$ cat src/rtl/touch_event_filter_pkg.sv
// touch_pkg: event, FSM and helper definitions shared by touch_event_filter
package touch_pkg;
    localparam int TOUCH_COORD_W = 12;

    typedef enum logic [1:0] {
        EVT_NONE    = 2'd0,
        EVT_PRESS   = 2'd1,
        EVT_MOVE    = 2'd2,
        EVT_RELEASE = 2'd3
    } evt_type_e;

    typedef struct packed {
        evt_type_e                typ;
        logic [TOUCH_COORD_W-1:0] x;
        logic [TOUCH_COORD_W-1:0] y;
    } touch_evt_t;

    typedef enum logic [1:0] {ST_UP, ST_FIRST, ST_DOWN} touch_state_e;

    function automatic logic [TOUCH_COORD_W-1:0] abs_diff(input logic [TOUCH_COORD_W-1:0] a,
                                                          input logic [TOUCH_COORD_W-1:0] b);
        return a > b ? a - b : b - a;
    endfunction
endpackage

$ cat src/rtl/touch_event_filter_fifo.sv
// touch_evt_fifo: first-word-fall-through FIFO of touch events; pop is evaluated before push
module touch_evt_fifo
    import touch_pkg::*;
#(
    parameter int DEPTH = 4
) (
    input  logic       clk,
    input  logic       rst,
    input  logic       push,
    input  logic       pop,
    input  touch_evt_t din,
    output touch_evt_t dout,
    output logic       full,
    output logic       empty,
    output logic       drop
);
    localparam int AW = $clog2(DEPTH);

    touch_evt_t    mem [DEPTH];
    logic [AW-1:0] wr_ptr, rd_ptr;
    logic [AW:0]   count;
    logic          do_pop, do_push;

    assign empty   = count == '0;
    assign full    = count == (AW+1)'(DEPTH);
    assign do_pop  = pop && !empty;
    assign do_push = push && (!full || do_pop);
    assign drop    = push && !do_push;
    assign dout    = empty ? '0 : mem[rd_ptr];

    always_ff @(posedge clk or posedge rst) begin
        if (rst) begin
            wr_ptr <= '0;
            rd_ptr <= '0;
            count  <= '0;
            for (int i = 0; i < DEPTH; i++) mem[i] <= '0;
        end else begin
            if (do_push) begin
                mem[wr_ptr] <= din;
                wr_ptr      <= wr_ptr + 1'b1;
            end
            if (do_pop) rd_ptr <= rd_ptr + 1'b1;
            count <= count + (AW+1)'(do_push) - (AW+1)'(do_pop);
        end
    end
endmodule

$ cat src/rtl/touch_event_filter.sv
// touch_event_filter: pen debounce, sample averaging and PRESS/MOVE/RELEASE event FIFO.
// Define TOUCH_FILTER_MOVE_EN to build MOVE event generation (off by default).
module touch_event_filter
    import touch_pkg::*;
#(
    parameter int COORD_W     = TOUCH_COORD_W,
    parameter int AVG_LOG2    = 2,
    parameter int DEB_CYCLES  = 50000,
    parameter int MOVE_THRESH = 8,
    parameter int FIFO_DEPTH  = 4
) (
    input  logic               clk,
    input  logic               rst,
    input  logic               touching,
    input  logic               sample_stb,
    input  logic [COORD_W-1:0] x_in,
    input  logic [COORD_W-1:0] y_in,
    output logic               evt_valid,
    input  logic               evt_ready,
    output logic [1:0]         evt_type,
    output logic [COORD_W-1:0] evt_x,
    output logic [COORD_W-1:0] evt_y,
    output logic               overflow,
    input  logic               clear_ovf
);
    localparam int ACC_W = COORD_W + AVG_LOG2;
    localparam int DW    = $clog2(DEB_CYCLES);

    if (FIFO_DEPTH < 2 || (FIFO_DEPTH & (FIFO_DEPTH - 1)) != 0 || MOVE_THRESH < 0) begin : g_bad_cfg
        $error("touch_event_filter: invalid parameters");
    end

    touch_state_e       state, state_nxt;
    logic               level, flip, rise, fall, take, done, moved, push, drop, full, empty;
    logic [DW-1:0]      deb_cnt;
    logic [AVG_LOG2-1:0] samp_cnt;
    logic [ACC_W-1:0]   acc_x, acc_y, sum_x, sum_y;
    logic [COORD_W-1:0] avg_x, avg_y, last_x, last_y;
    touch_evt_t         push_evt, head;

    // flip marks the cycle on which the accepted level changes; FSM reacts on the same edge
    assign flip  = touching != level && deb_cnt == DW'(DEB_CYCLES - 1);
    assign rise  = flip && !level;
    assign fall  = flip && level;
    assign take  = sample_stb && state != ST_UP && !fall;
    assign done  = take && &samp_cnt;
    assign sum_x = acc_x + ACC_W'(x_in);
    assign sum_y = acc_y + ACC_W'(y_in);
    assign avg_x = sum_x[ACC_W-1:AVG_LOG2];
    assign avg_y = sum_y[ACC_W-1:AVG_LOG2];

`ifdef TOUCH_FILTER_MOVE_EN
    assign moved = abs_diff(avg_x, last_x) > COORD_W'(MOVE_THRESH) ||
                   abs_diff(avg_y, last_y) > COORD_W'(MOVE_THRESH);
`else
    assign moved = 1'b0;
`endif

    always_comb begin
        state_nxt = state;
        push      = 1'b0;
        push_evt  = '0;
        case (state)
            ST_UP: if (rise) state_nxt = ST_FIRST;
            ST_FIRST:
                if (fall) state_nxt = ST_UP;
                else if (done) begin
                    state_nxt = ST_DOWN;
                    push      = 1'b1;
                    push_evt  = '{typ: EVT_PRESS, x: avg_x, y: avg_y};
                end
            ST_DOWN:
                if (fall) begin
                    state_nxt = ST_UP;
                    push      = 1'b1;
                    push_evt  = '{typ: EVT_RELEASE, x: last_x, y: last_y};
                end else if (done && moved) begin
                    push     = 1'b1;
                    push_evt = '{typ: EVT_MOVE, x: avg_x, y: avg_y};
                end
            default: state_nxt = ST_UP;
        endcase
    end

    always_ff @(posedge clk or posedge rst) begin
        if (rst) begin
            state    <= ST_UP;
            level    <= 1'b0;
            deb_cnt  <= '0;
            samp_cnt <= '0;
            acc_x    <= '0;
            acc_y    <= '0;
            last_x   <= '0;
            last_y   <= '0;
            overflow <= 1'b0;
        end else begin
            state <= state_nxt;
            if (touching == level) deb_cnt <= '0;
            else if (flip) begin
                deb_cnt <= '0;
                level   <= touching;
            end else deb_cnt <= deb_cnt + 1'b1;
            if (flip || done) begin
                samp_cnt <= '0;
                acc_x    <= '0;
                acc_y    <= '0;
            end else if (take) begin
                samp_cnt <= samp_cnt + 1'b1;
                acc_x    <= sum_x;
                acc_y    <= sum_y;
            end
            if (push && push_evt.typ != EVT_RELEASE) begin
                last_x <= avg_x;
                last_y <= avg_y;
            end
            if (drop) overflow <= 1'b1;
            else if (clear_ovf) overflow <= 1'b0;
        end
    end

    touch_evt_fifo #(.DEPTH(FIFO_DEPTH)) u_fifo (
        .clk   (clk),
        .rst   (rst),
        .push  (push),
        .pop   (evt_ready),
        .din   (push_evt),
        .dout  (head),
        .full  (full),
        .empty (empty),
        .drop  (drop)
    );

    assign evt_valid = !empty;
    assign evt_type  = head.typ;
    assign evt_x     = head.x;
    assign evt_y     = head.y;
endmodule

$ cat config.mk
export PLATFORM = sky130hd
export DESIGN_NAME = touch_event_filter
export DESIGN_NICKNAME = d
export VERILOG_FILES = /design/src/rtl/touch_event_filter_pkg.sv /design/src/rtl/touch_event_filter_fifo.sv /design/src/rtl/touch_event_filter.sv
export SDC_FILE = /design/constraint.sdc
export NUM_CORES = 1
export LEC_CHECK = 0
export ABC_CLOCK_PERIOD_IN_PS = 8200
export BUFFER_PORTS_ARGS = -buffer_cell sky130_fd_sc_hd__buf_2
export CORE_ASPECT_RATIO = 0.7
export CORE_MARGIN = 5
export CORE_UTILIZATION = 61
export CTS_CLUSTER_SIZE = 24
export DETAILED_ROUTE_END_ITERATION = 6
export GPL_TIMING_DRIVEN = 0
export MAX_ROUTING_LAYER = met4
export PLACE_DENSITY = 0.8
export SLEW_MARGIN = 10
export SYNTH_ARGS = -nofsm -noshare
export SYNTH_HDL_FRONTEND = slang
export SYNTH_SLANG_ARGS = --single-unit
$ cat constraint.sdc
create_clock -name clk -period 8.2 [get_ports clk]
set_clock_uncertainty 0.05 [all_clocks]
set_input_delay 1.64 -clock clk [delete_from_list [all_inputs] [get_ports clk]]
set_output_delay 1.64 -clock clk [all_outputs]
set_load 0.02 [all_outputs]
==> metrics <==
Ant. Diodes 0; post-CTS setup buffer count 0; commonest cells in the synthesized netlist dfrtp_1 (185), nand2_1 (125), o21ai_0 (92); die height 116 um; CP Data Required Time 6.51 ns; Comb pwr share 0.370; via count 7456; total routed wirelength 24.0 mm; maximum VDD drop 0.149 mV; FF-to-FF End u_fifo.mem[9]; Detail Placement HPWL 17.1 mm; largest net degree at the start of global routing 101; Core Rows 38; initial antenna violation count 1; Layout Nets 1053; Max FO, Critical Path 10; Internal 1.88 mW; dominant synthesized flop cell dfrtp_1; Clock Tree Buf Depth 2; CTS tree built; most numerous cell in the Yosys netlist dfrtp_1; slowest CP cell clkbuf_1; Fmax 223 MHz; total CTS buffers 17; post-route minimum period 4.49 ns; EDFF count, synth 0; crit end category output pin; # setup viols final 0; Worst Max-Slew Pin Slew 1.31 ns; kind of cell adding the most delay to the critical path buffers and inverters; # port buffers 57; Mapped Cells 908; first-pass GRT wire length 39.2 mm; top post-synthesis cells by area dfrtp_1 (47%), mux4_2 (6.0%), nand2_1 (4.8%); Avg Inst Size Synth 10.8 um^2; vias in the first global route 7341; Worst Path Arrival 2.80 ns; RSZ-0062 raised after global routing no; CP startpoint u_fifo.rd_ptr[0]; register area share after synthesis 0.472; Post-Syn Area 9810 um^2; Wirelength per Cell 20.0 um; crit-path most repeated cell buf_2; share of post-route cells with drive strength above 1 0.202; CP Launch Type flip-flop; Detailed Routing Iterations Pass 1 5; Worst Reg-to-Reg Cells 7; crit share post-route 0.548; top-level port count 58; post-synth top area cell dfrtp_1; Yosys warning count 0; Fillers 1165; Worst path depth 5; P_sw 1.12 mW; critical path class flip-flop to output pin; Setup TNS 0 ns; Hold Violations, Final 0; hold slack 0.415 ns; max_cap viols 0; Core ar. 15600 um^2; Die Area 18800 um^2; Slew Viols, Final 0; Worst-path clk slew 0.07 ns; routability congestion estimate 0.911; worst path cell trace clkbuf_1, buf_2, mux4_2, and2_1, buf_2; Hold-fix buffers, CTS 0; Post-DRT Antenna Nets 0; Synth cell types 67; Leak 5.14 nW; r2r setup slk 4.89 ns; vias per std cell 6.22; GRT Total Usage 0.276; post-CTS sizing 0; worst r2r src acc_y[6]; Iter 0 DRT Violations 745; initial core utilization 0.627; maximum level of the CTS H-tree 4; root buffer cell clkbuf_16; worst setup path endpoint evt_y[10]; syn_nets 976; clk sinks 185; Remaining DRCs 0; Power Density 274 nW/um^2; worst-skew pair later-pin latency 0.44 ns; post-synth top area share 0.472; slowest stage delay, CP 0.59 ns; clock share of power 0.266; Hold WC Path Type flip-flop to flip-flop; synthesized flop and latch total 185; Synth async-reset ratio 1.00; Worst slew margin 0.112; overall power 3.00 mW; Syn-to-layout area delta 11.5%; outcome completed; GRT overflow 0; crit path buf inv count 3; Die W 162 um; Seq pwr share 0.364; Switching Fraction 0.375
-- registers in the layout, summed over array words and instances, names as in the netlist --
name,cells
acc_x,14
u_fifo.wr_ptr,2
acc_y,14
u_fifo.mem,104
deb_cnt,16
u_fifo.count,3
last_x,12
overflow,1
level,1
samp_cnt,2
u_fifo.rd_ptr,2
last_y,12
state,2
-- metrics by stage --
stage | util | setup slack [ns] | cell area, um^2 | cells
after global routing | 0.699 | 3.50 | 10900 | 1198
after detailed placement | 0.664 | 3.67 | 10400 | 1166
after floorplan | - | 1.48 | 9810 | 908
after CTS | 0.699 | 3.65 | 10900 | 1198
after global placement | 0.662 | -0.509 | 10300 | 1165
final | 0.699 | 3.71 | 10900 | 1198
-- cells in the final DEF, fill, tap and decap left out, types with 4 or more instances in the layout --
master     Yosys  layout
nand3_1       11      11
o21ai_1        8       8
a21o_1         9       9
a32oi_1        5       5
o2111ai_1      4       4
or3_1          6       6
and2_1        32      32
nand2_1      125     125
ha_1          35      35
o211ai_1       7       7
and3_1        10      10
a31oi_1        8       8
a21oi_1       32      32
clkbuf_1      20      24
a211o_1        5       5
o311ai_0       4       4
nor2_1        40      40
a211oi_1       6       6
clkbuf_16      0      17
mux2_2        34      34
buf_6          8       8
xor2_1        11      11
o21ai_0       92      92
nand2b_1       8       8
dfrtp_1      185     185
a22o_1        15      15
mux4_2        26      26
buf_2         17      74
o21a_1         5       5
a2111oi_0      4       4
inv_1         22      21
xnor2_1       24      24
o2111a_1       4       4
mux2_4        16      16
nor3_1        14      14
-- power groups by stage --
stage	clock network (mW)	registers, mW	logic (mW)
floorplan	0	1.09	0.813
global placement	0	1.10	1.05
detailed placement	0	1.10	1.08
CTS	0.800	1.09	1.10
global route	0.846	1.10	1.23
finish	0.798	1.09	1.11
-- worst min path at each step --
stage	start	end	slack, ns	cells after the start
after floorplan	deb_cnt[0]	deb_cnt[0]	0.38	1
after global placement	u_fifo.mem[24]	u_fifo.mem[24]	0.40	1
after detailed placement	u_fifo.mem[102]	u_fifo.mem[102]	0.40	1
after CTS	deb_cnt[0]	deb_cnt[0]	0.42	1
after global routing	deb_cnt[0]	deb_cnt[0]	0.44	1
final	deb_cnt[0]	deb_cnt[0]	0.42	1
-- per-layer routing --
layer / vias to the layer above / global-route usage / part of all wire
met1: 3752 / 0.401 / 0.48
met2: 257 / 0.406 / 0.44
li1: 3420 / - / -
met4: 0 / 0.0693 / 0.011
met5: - / - / 0
met3: 27 / 0.0561 / 0.070
-- layout make-up --
| class | count | area (um^2) | share of cell area |
|---|---|---|---|
| multi-input combinational | 653 | 4840 | 0.442 |
| sequential | 185 | 4630 | 0.423 |
| clock buffer | 23 | 468 | 0.0428 |
| timing repair buffer | 58 | 313 | 0.0286 |
| buffer | 48 | 262 | 0.0239 |
| tap | 200 | 250 | 0.0229 |
| inverter | 22 | 90.1 | 0.00823 |
| clock inverter | 9 | 88.8 | 0.00812 |
-- cells by family (layout without fill, tap and decap cells) --
family / count (synthesis) / after routing / share of synthesized area
AND/OR/NAND/NOR: 269 / 269 / 0.133
multiplexers: 76 / 76 / 0.123
XOR/XNOR: 35 / 35 / 0.0312
buffers and inverters: 70 / 160 / 0.0351
AO/OA/AOI/OAI: 235 / 235 / 0.155
flip-flops: 185 / 185 / 0.472
adder cells (fa/ha/maj): 38 / 38 / 0.0507
Note: power is estimated with default switching activity, not from simulation.
